==> src/rtl/adder_pkg.sv <==
// -----------------------------------------------------------------------------
// adder_pkg
//   Shared definitions for the serial add/subtract unit.
//   Holds the FSM state encoding used by serial_adder.
// -----------------------------------------------------------------------------
package adder_pkg;

  typedef enum logic [1:0] {
    ST_IDLE = 2'd0,
    ST_RUN  = 2'd1,
    ST_DONE = 2'd2
  } state_t;

endpackage

==> src/rtl/full_adder.sv <==
// -----------------------------------------------------------------------------
// full_adder
//   Single-bit full adder, the building block of the serial adder chunk chain.
// Ports
//   a, b  : operand bits
//   cin   : carry in
//   s     : sum bit
//   co    : carry out
// -----------------------------------------------------------------------------
module full_adder (
  input  logic a,
  input  logic b,
  input  logic cin,
  output logic s,
  output logic co
);

  assign s  = a ^ b ^ cin;
  assign co = (a & b) | (cin & (a ^ b));

endmodule

==> src/rtl/serial_adder.sv <==
// -----------------------------------------------------------------------------
// serial_adder
//   Multi-cycle add/subtract unit. Each RUN cycle adds BITS_PER_CYCLE operand
//   bits (LSB first) through a chain of full adders, with the carry held in a
//   register between cycles. Result is valid with the one-cycle done pulse.
//
//   state   | meaning
//   --------+-----------------------------------------------------------
//   IDLE    | waiting for start
//   RUN     | consuming one chunk of operand bits per clock
//   DONE    | one-cycle completion pulse; start accepted here like IDLE
//
// Ports
//   clk       : clock, rising edge
//   rst       : synchronous active-high reset
//   start     : operation request, sampled when not busy
//   sub       : 0 add, 1 subtract (a-b), sampled with start
//   a, b      : operands, sampled with start
//   busy      : operation in progress
//   done      : one-cycle completion pulse
//   sum       : result, held until next completion
//   cout      : carry out of MSB (subtract: 1 = no borrow)
//   overflow  : signed overflow
// -----------------------------------------------------------------------------
module serial_adder
  import adder_pkg::*;
#(
  parameter int WIDTH          = 8,
  parameter int BITS_PER_CYCLE = 1
) (
  input  logic             clk,
  input  logic             rst,
  input  logic             start,
  input  logic             sub,
  input  logic [WIDTH-1:0] a,
  input  logic [WIDTH-1:0] b,
  output logic             busy,
  output logic             done,
  output logic [WIDTH-1:0] sum,
  output logic             cout,
  output logic             overflow
);

  localparam int N  = WIDTH / BITS_PER_CYCLE;
  localparam int CW = $clog2(N + 1);
  localparam logic [CW-1:0] LP_LAST = CW'(N - 1);

  generate
    if (WIDTH < 2 || BITS_PER_CYCLE < 1) begin : g_bad_width
      $error("serial_adder: WIDTH must be >= 2 and BITS_PER_CYCLE >= 1");
    end else if ((WIDTH % BITS_PER_CYCLE) != 0) begin : g_bad_split
      $error("serial_adder: BITS_PER_CYCLE must divide WIDTH");
    end
  endgenerate

  state_t r_state;
  state_t w_state_next;

  logic [WIDTH-1:0]        r_op_a;
  logic [WIDTH-1:0]        r_op_b;
  logic [WIDTH-1:0]        r_acc;
  logic [WIDTH-1:0]        r_sum;
  logic                    r_carry;
  logic                    r_cout;
  logic                    r_ovf;
  logic [CW-1:0]           r_cnt;

  logic                    w_accept;
  logic                    w_last;
  logic [BITS_PER_CYCLE:0] w_c;
  logic [BITS_PER_CYCLE-1:0] w_s;
  logic [WIDTH-1:0]        w_acc_next;

  assign w_c[0] = r_carry;

  generate
    for (genvar gi = 0; gi < BITS_PER_CYCLE; gi++) begin : g_chain
      full_adder u_fa (
        .a   (r_op_a[gi]),
        .b   (r_op_b[gi]),
        .cin (w_c[gi]),
        .s   (w_s[gi]),
        .co  (w_c[gi+1])
      );
    end

    // Partial sum enters from the top so that after N steps the first chunk
    // has been shifted down to bit 0.
    if (BITS_PER_CYCLE == WIDTH) begin : g_acc_flat
      assign w_acc_next = w_s;
    end else begin : g_acc_shift
      assign w_acc_next = {w_s, r_acc[WIDTH-1:BITS_PER_CYCLE]};
    end
  endgenerate

  always_comb begin
    w_state_next = r_state;
    w_accept     = 1'b0;
    w_last       = 1'b0;
    busy         = 1'b0;
    done         = 1'b0;
    case (r_state)
      ST_IDLE, ST_DONE: begin
        done = (r_state == ST_DONE);
        if (start) begin
          w_accept     = 1'b1;
          w_state_next = ST_RUN;
        end else begin
          w_state_next = ST_IDLE;
        end
      end
      ST_RUN: begin
        busy = 1'b1;
        if (r_cnt == LP_LAST) begin
          w_last       = 1'b1;
          w_state_next = ST_DONE;
        end
      end
      default: w_state_next = ST_IDLE;
    endcase
  end

  always_ff @(posedge clk) begin
    if (rst) begin
      r_state <= ST_IDLE;
      r_op_a  <= '0;
      r_op_b  <= '0;
      r_acc   <= '0;
      r_carry <= 1'b0;
      r_cnt   <= '0;
      r_sum   <= '0;
      r_cout  <= 1'b0;
      r_ovf   <= 1'b0;
    end else begin
      r_state <= w_state_next;
      if (w_accept) begin
        // Subtract is a + ~b + 1: invert B and seed the carry with 1.
        r_op_a  <= a;
        r_op_b  <= sub ? ~b : b;
        r_carry <= sub;
        r_cnt   <= '0;
      end else if (r_state == ST_RUN) begin
        r_op_a  <= r_op_a >> BITS_PER_CYCLE;
        r_op_b  <= r_op_b >> BITS_PER_CYCLE;
        r_acc   <= w_acc_next;
        r_carry <= w_c[BITS_PER_CYCLE];
        r_cnt   <= r_cnt + 1'b1;
        if (w_last) begin
          // On the last chunk the top full adder sits on bit WIDTH-1.
          r_sum  <= w_acc_next;
          r_cout <= w_c[BITS_PER_CYCLE];
          r_ovf  <= w_c[BITS_PER_CYCLE-1] ^ w_c[BITS_PER_CYCLE];
        end
      end
    end
  end

  assign sum      = r_sum;
  assign cout     = r_cout;
  assign overflow = r_ovf;

endmodule
==> config.mk <==
export PLATFORM = sky130hd
export DESIGN_NAME = serial_adder
export DESIGN_NICKNAME = d
export VERILOG_FILES = /design/src/rtl/adder_pkg.sv /design/src/rtl/full_adder.sv /design/src/rtl/serial_adder.sv
export SDC_FILE = /design/constraint.sdc
export NUM_CORES = 1
export LEC_CHECK = 0
export CAP_MARGIN = 0
export CORE_UTILIZATION = 45
export CTS_CLUSTER_SIZE = 40
export DETAILED_ROUTE_END_ITERATION = 16
export GPL_TIMING_DRIVEN = 0
export PLACE_DENSITY = 0.68
export SETUP_SLACK_MARGIN = 0.15
export SYNTH_ARGS = -nofsm -noshare
export SYNTH_HDL_FRONTEND = slang
export SYNTH_SLANG_ARGS = --single-unit
==> constraint.sdc <==
create_clock -name clk -period 2.35 [get_ports clk]
set_input_delay 0.47 -clock clk [delete_from_list [all_inputs] [get_ports clk]]
set_output_delay 0.47 -clock clk [all_outputs]
set_load 0.01 [all_outputs]
Word level (Yosys, flattened, before mapping)
Index checks and enable logic that the tools add are counted.
Operators by class
  mux-type cells: 16
  reductions and logical operators: 6
  eq/ne operators: 4
  bitwise operators: 8
  add/sub/neg operators: 1
Operators with widths (count)
  $mux 8: 5
  $mux 1: 9
  $not 8->8: 1
  $add 4x1->4 const B: 1
  $eq 4x3->1 const B: 1
  $pmux 2 s2: 1
  $reduce_or 2->1: 2
  $reduce_and 3->1: 1
  $xor 1x1->1: 3
  $and 1x1->1: 2
  $eq 2x1->1 const B: 1
  $eq 2x2->1 const B: 1
  $logic_not 2->1: 1
  $mux 2: 1
  $ne 2x2->1 const B: 1
  $reduce_and 2->1: 1
  $reduce_bool 2->1: 1
  $not 1->1: 1
  $or 1x1->1: 1
Word-level totals
  word-level logic and storage cells: 44
  output and inout bits: 12
  bits in registers: 41
  bits of input ports: 20

Longest topological paths before layout
Gate-level depths: netlist of the first run.
  word-level depth: 5
  mapped depth: 7
  depth with buffers taken out: 4

Hierarchy
Synthesis of the first run repeated with hierarchy kept, for this count alone.
Unflattened totals
  cells, all modules: 192
  area, all modules: 1704.1 um^2
By module, submodules not included
  serial_adder: area an instance 1684.1 um^2, sequential area each 800.8 um^2, times used 1, cells an instance 191
  full_adder: area an instance 20.0 um^2, sequential area each 0.0 um^2, times used 1, cells an instance 1

Worst setup path after synthesis of the first run
OpenSTA, ideal clock, no wires.
  path type: flip-flop to output port
  from: register r_state[1]
  to: output busy
  cell stages (with the launch flop): 6
  slack: 1010 ps
  path buffers: 3
  data required time: 1880 ps
  arrival: 870 ps
  cells stage by stage: dfxtp_1 -> nand2b_1 -> buf_6 -> inv_4 -> buf_6 -> buf_4
On the way
  longest elaborated chain between the ends: 2
RTL lines
  start: declaration: line serial_adder.sv:56  | state_t r_state;
  start signal: assignment: line serial_adder.sv:135  | r_state <= w_state_next;
  $eq 2x1->1: line serial_adder.sv:102  | case (r_state)
  $mux 1: line serial_adder.sv:102
  end: declaration: line serial_adder.sv:37  | output logic busy,
No other way between the ends.

Worst setup path in the final report of the first run
Same ends and word-level chain as after synthesis.

==> run summary, run 1 <==
Status = completed
Worst setup EP type = output port
Drt first pass iters = 4
Reg2reg setup slack = 0.96 ns
DP Wirelength = 2800 um
Hold WS = 0.469 ns
Final Skew = 0.00652 ns
Initial Util = 49.0%
I/O Buffers = 30
Crit path time final = 2.02 ns
Min-delay worst type = flop to flop
Number of antenna violations at the first check in global routing = 0
Yosys cell types = 27
DP Area = 2060 um^2
TritonCTS clock tree = done
Clock Sink Count = 40
Area of the mapped netlist = 1700 um^2
Post-synth EDFFs = 0
Power Dens Cells = 672 nW/um^2
Largest net degree at the start of global routing = 13
Maximum fanout along the worst path = 10
Vias per cell = 5.56
Synth area leaders = dfxtp_1, a21oi_1, nand3_1, a22oi_1, xor2_1
Slowest cell delay on critical path = 0.32 ns
Core ar. = 3470 um^2
Total power = 1.45 mW
Worst VDD drop = 0.485 mV
H-tree level count = 2
Top delay family on crit path = buffers and inverters
Top-Level Pins = 32
Total track usage = 21.3%
Hold Vio Cnt, Final = 0
First-pass GRT wire length = 6620 um
Maximum achievable frequency = 494 MHz
Routability cong. = 0.769
Cts hold-fix bufs = 0
Post-Syn Nets = 214
Worst path buffer plus inverter count = 5
Clock slew at reported path FFs = 0.07 ns
Largest area contributor in the netlist = dfxtp_1
Relative slew slack = 66.7%
Final core utilization = 62.4%
Max-cap viol count = 0
Yosys synthesis warning count = 0
Gr ovfl total = 0
Total wire length = 3970 um
Layout cell share with drive strength beyond 1 = 10.4%
FP Rows = 21
Post-Syn Instances = 192
CTS root buf = clkbuf_8
DR iter-0 viols = 113
Vias in the first global route = 1481
Die Y = 63.4 um
Worst skew pair latency = 0.29 ns
Top cells by count, synth = dfxtp_1, a21oi_1, nand3_1, nand2_1, a22oi_1
Top FF cell, synth = dfxtp_1
Die area = 4030 um^2
Final Instance Area = 2160 um^2
Top cell by count, worst path = buf_6
Worst endpoint required time = 1.88 ns
Antenna diode count = 0
Setup CP Type = flop to output port
Slowest CP cell = dfxtp_1
P_leak = 0.777 nW
Die W = 63.4 um
Final Max Tran Viols = 0
FFs w/ async S/R, synth = 0%
Tcrit/Tclk final = 86.1%
Syn avg cell area = 8.85 um^2
Slew @ Worst Pin = 0.500 ns
RSZ-0062 raised after global routing = no
Setup-failing EPs final = 0
Sequential fraction of the synthesis area = 47.1%
Drt wl/cell = 14.4 um
Residual DRC = 0
Post-Route Setup TNS = 0 ns
Top-count cell post-synth = dfxtp_1
FF+latch count, synth = 40
CP cell instances = nand2b_1 > buf_6 > inv_4 > buf_6 > buf_4 > dlygate4sd2_1
Layout overhead on the synthesized area = 27.4%
CP arrival = 1.55 ns
CTS max path bufs = 2
Startpoint Class = flop
Routed Antenna Nets = 0
Total number of vias = 1535
CTS buffer count = 5
Share of the synthesized area in the top cell type = 47.1%
Fin nets = 251
-- state kept, by name, summed over array words and instances (netlist names) --
signal,flops
r_state,2
cout,1
r_cnt,4
overflow,1
r_acc,7
r_carry,1
sum,8
r_op_a,8
r_op_b,8
-- area by class of cell --
cell class / count / area [um^2]
tap: 46 / 57.6
sequential: 40 / 802
inverter: 1 / 6.26
fill: 330 / 1300
multi-input combinational: 132 / 785
clock buffer: 6 / 72.6
timing repair buffer: 30 / 299
buffer: 19 / 108
clock inverter: 2 / 35.0
-- layer usage --
metal | vias up | GRT usage [%] | routed length (um)
met2 | 44 | 35.8 | 1890
met3 | 8 | 4.71 | 233
li1 | 750 | - | -
met1 | 733 | 26.2 | 1760
met5 | - | 0 | 0
met4 | 0 | 8.52 | 78
-- power breakdown --
| group | leakage (nW) | switching [mW] | total [mW] | internal, mW |
|---|---|---|---|---|
| Combinational | 0.397 | 0.102 | 0.186 | 0.0841 |
| Sequential | 0.326 | 0.0186 | 0.723 | 0.705 |
| Clock | 0.0552 | 0.230 | 0.545 | 0.315 |
-- cell usage in the layout, fill, tap and decap left out --
master,netlist,final
dlygate4sd2_1,0,1
a311oi_1,1,1
xnor2_1,2,2
and3b_1,1,1
clkinv_2,0,1
nor3_1,5,5
mux2i_1,1,1
clkdlybuf4s50_1,0,29
nor2_1,1,1
buf_6,2,2
nand4_2,1,1
nand3_1,26,26
a21oi_1,35,35
dfxtp_1,40,39
mux2_4,1,1
inv_4,1,1
buf_2,8,8
nand3b_1,2,2
clkbuf_8,0,5
ha_1,1,1
nand2_1,16,16
fa_1,1,1
bufinv_16,0,1
buf_4,3,3
xor2_1,9,9
nor3b_1,1,1
nand2b_1,2,2
a22oi_1,15,15
o21ai_0,9,9
clkbuf_1,6,7
nor2b_1,1,1
dfxtp_2,0,1
and2b_1,1,1
-- final timing paths --
| path | startpoint | to | cells after the start |
|---|---|---|---|
| setup / recovery | r_state[1] | busy | 6 |
| hold / removal | r_acc[3] | r_acc[2] | 2 |
| setup reg to reg | r_cnt[0] | cout | 5 |
| hold reg to reg | r_acc[3] | r_acc[2] | 2 |
-- what timing repair did --
action,CTS,global route
endpoints found under the setup margin,1,0
resized for setup,2,0
setup buffers,0,0
-- worst register-to-register path: cells and delay by family (launching register included) --
kind / cells / cell delay [ns]
buffers and inverters: 1 / 0.34
flip-flops: 1 / 0.34
AND/OR/NAND/NOR: 1 / 0.11
AO/OA/AOI/OAI: 2 / 0.29
adder cells (fa/ha/maj): 1 / 0.23
-- stage by stage --
step                      std cells  worst slack [ns]
after floorplan                 192              1.01
after global placement          268             0.286
after detailed placement        268             0.296
after CTS                       276             0.324
after global routing            276             0.246
final                           276             0.327
-- logic make-up (layout without fill, tap and decap cells) --
| family | count (synthesis) | count (layout) | synth area share, % |
|---|---|---|---|
| buffers and inverters | 20 | 58 | 6.70 |
| AND/OR/NAND/NOR | 57 | 57 | 17.0 |
| adder cells (fa/ha/maj) | 2 | 2 | 1.91 |
| multiplexers | 2 | 2 | 1.47 |
| AO/OA/AOI/OAI | 60 | 60 | 20.1 |
| flip-flops | 40 | 40 | 47.1 |
| XOR/XNOR | 11 | 11 | 5.67 |
Power figures use the tool's default switching activity.
==> run 2, diff against run 1 <==
--- a/config.mk
+++ b/config.mk
@@ -6,11 +6,13 @@
 export NUM_CORES = 1
 export LEC_CHECK = 0
 export CAP_MARGIN = 0
+export CORE_MARGIN = 2
 export CORE_UTILIZATION = 45
 export CTS_CLUSTER_SIZE = 40
 export DETAILED_ROUTE_END_ITERATION = 16
 export GPL_TIMING_DRIVEN = 0
 export PLACE_DENSITY = 0.68
+export RECOVER_POWER = 25
 export SETUP_SLACK_MARGIN = 0.15
 export SYNTH_ARGS = -nofsm -noshare
 export SYNTH_HDL_FRONTEND = slang
==> run summary, run 2 (synthesized netlist as in run 1, its figures left out) <==
Status = completed (unchanged)
Hold path start = r_acc[1] (was r_acc[3])
Top sig layer = met4 (unchanged)
Drt wl/cell = 14.4 um (about the same)
CTS max path bufs = 2 (unchanged)
P_leak = 0.771 nW (was 0.777 nW)
Final Skew = 0.00232 ns (was 0.00652 ns)
Hold WS = 0.467 ns (was 0.469 ns)
CTS root buf = clkbuf_8 (unchanged)
Non-filler instance count after layout = 278 (was 276)
Fillers = 344 (was 330)
Startpoint Class = flop (unchanged)
Routed Antenna Nets = 0 (unchanged)
Worst setup EP type = output port (unchanged)
Antenna diode count = 0 (unchanged)
Min-delay worst type = flop to flop (unchanged)
Layout cell share with drive strength beyond 1 = 10.4% (unchanged)
Largest net degree at the start of global routing = 13 (unchanged)
Max-cap viol count = 0 (unchanged)
Slowest CP cell = dfxtp_1 (unchanged)
CP cell instances = nand2b_1 > buf_6 > inv_4 > buf_6 > buf_4 > dlygate4sd2_1 (unchanged)
Setup CP Type = flop to output port (unchanged)
Met3 routed WL = 166 um (was 233 um)
Detail Route met2 WL = 2080 um (was 1890 um)
Worst skew pair latency = 0.29 ns (about the same)
Slowest cell delay on critical path = 0.32 ns (about the same)
Hold path cells = 2 (unchanged)
Total track usage = 20.9% (was 21.3%)
CTS buffer count = 5 (unchanged)
Routability cong. = 0.729 (was 0.769)
I/O Buffers = 30 (unchanged)
Placed Cells = 270 (was 268)
Clock Sink Count = 40 (unchanged)
Final Max Tran Viols = 0 (unchanged)
Relative slew slack = 67.7% (was 66.7%)
Met1 wire length = 1710 um (was 1760 um)
Worst VDD drop = 0.284 mV (was 0.485 mV)
Worst endpoint required time = 1.88 ns (about the same)
TritonCTS clock tree = done (unchanged)
Vias in the first global route = 1524 (was 1481)
Residual DRC = 0 (unchanged)
CP arrival = 1.56 ns (was 1.55 ns)
Die W = 65.4 um (was 63.4 um)
Maximum fanout along the worst path = 10 (unchanged)
Worst r2r path cells = 4 (was 5)
Maximum achievable frequency = 493 MHz (was 494 MHz)
Hold Vio Cnt, Final = 0 (unchanged)
Fin nets = 251 (unchanged)
Die Y = 65.4 um (was 63.4 um)
FP Rows = 22 (was 21)
Hold EP = r_acc[1] (was r_acc[2])
Initial Util = 46.8% (was 49.0%)
Vias per cell = 5.46 (was 5.56)
H-tree level count = 2 (unchanged)
DR iter-0 viols = 90 (was 113)
Power Dens Cells = 640 nW/um^2 (was 672 nW/um^2)
First-pass GRT wire length = 6840 um (was 6620 um)
Tcrit/Tclk final = 86.4% (was 86.1%)
Total number of vias = 1518 (was 1535)
Setup-failing EPs final = 0 (unchanged)
Post-Route Setup TNS = 0 ns (unchanged)
Top cell by count, worst path = buf_6 (unchanged)
Core ar. = 3630 um^2 (was 3470 um^2)
Clock slew at reported path FFs = 0.07 ns (about the same)
Leading cell types in the layout, fill and taps excluded = dfxtp_1, a21oi_1, clkdlybuf4s50_1 (unchanged)
Die area = 4280 um^2 (was 4030 um^2)
DP Wirelength = 2910 um (was 2800 um)
Reg2reg setup slack = 0.95 ns (was 0.96 ns)
Drt first pass iters = 4 (unchanged)
Number of antenna violations at the first check in global routing = 0 (unchanged)
Total wire length = 4010 um (was 3970 um)
Slew @ Worst Pin = 0.485 ns (was 0.500 ns)
RSZ-0062 raised after global routing = no (unchanged)
Terminus of the critical flop-to-flop path = r_op_a[3] (was cout)
Commonest non-fill, non-tap cell in the layout = dfxtp_1 (unchanged)
Reg2Reg Launch Point = r_state[0] (was r_cnt[0])
Gr ovfl total = 0 (unchanged)
Crit path time final = 2.03 ns (was 2.02 ns)
Top-Level Pins = 32 (unchanged)
Layout overhead on the synthesized area = 26.6% (was 27.4%)
==> run 2: changes by cell type in the layout (fill, tap and decap cells not counted), sizes merged <==
cell / delta
bufinv: -1
clkinv: +1
clkbuf: +1
clkdlybuf4s50: -2
buf: -1
dlygate4sd3: +2
==> run 2: how the worst max path moves through the flow <==
stage	startpoint	end	slack, ns	cells past startpoint
final	r_state[1]	busy	0.32	6
after global routing	r_state[1]	busy	0.25	6
after CTS	r_state[1]	busy	0.32	6
after detailed placement	rst	r_op_b[1]	0.26	4
after global placement	rst	r_op_b[5]	0.31	4
after floorplan	r_state[1]	busy	1.01	5
==> run 2: critical path, delay by kind of cell, from the launching register on <==
family	cells	cell delay (ns)
simple gates	1	0.15
flops	1	0.32
buf+inv	5	0.79
==> run 2: area by class of cell <==
class,instances,area [um^2],area share [%]
clock inverters,2,10.0,0.465
clock buffers,6,82.6,3.84
inverters,1,6.26,0.291
flip-flops and latches,40,802,37.3
repair buffers,30,299,13.9
plain buffers,19,106,4.94
multi-input cells,132,785,36.5
well taps,48,60.1,2.79
==> run 2: timing repair <==
item                                    4_1_cts  5_1_grt
gates resized for setup                       2        0
hold buffers                                  0        0
setup buffers                                 0        0
endpoints found under the setup margin        1        0
==> run 2: routing by layer <==
| layer | global-route usage (%) | vias up |
|---|---|---|
| li1 | - | 750 |
| met5 | 0 | - |
| met4 | 6.25 | 0 |
| met2 | 37.4 | 35 |
| met3 | 5.65 | 6 |
| met1 | 24.1 | 727 |
==> run 2: report_power, final <==
group	switching, mW	internal, mW	leakage [nW]	total (mW)
combinational	0.101	0.0828	0.394	0.184
sequential	0.0185	0.704	0.326	0.723
clock	0.236	0.234	0.0510	0.470
==> run 2: stage by stage <==
stage                     instance area (um^2)  power (mW)  util [%]  setup WS, ns
after CTS                                 2150        1.39      59.2         0.317
after global placement                    2060       0.915      56.7         0.306
after global routing                      2150        1.44      59.2         0.251
final                                     2150        1.38      59.2         0.320
after floorplan                           1700       0.851         -          1.01
after detailed placement                  2060       0.923      56.7         0.257
==> run 3, diff against run 2 <==
--- a/config.mk
+++ b/config.mk
@@ -8,6 +8,7 @@
 export CAP_MARGIN = 0
 export CORE_MARGIN = 2
 export CORE_UTILIZATION = 45
+export CTS_CLUSTER_DIAMETER = 60
 export CTS_CLUSTER_SIZE = 40
 export DETAILED_ROUTE_END_ITERATION = 16
 export GPL_TIMING_DRIVEN = 0
==> results of run 3 <==
The final DEF is identical to that of run 2; final timing and power are the same.
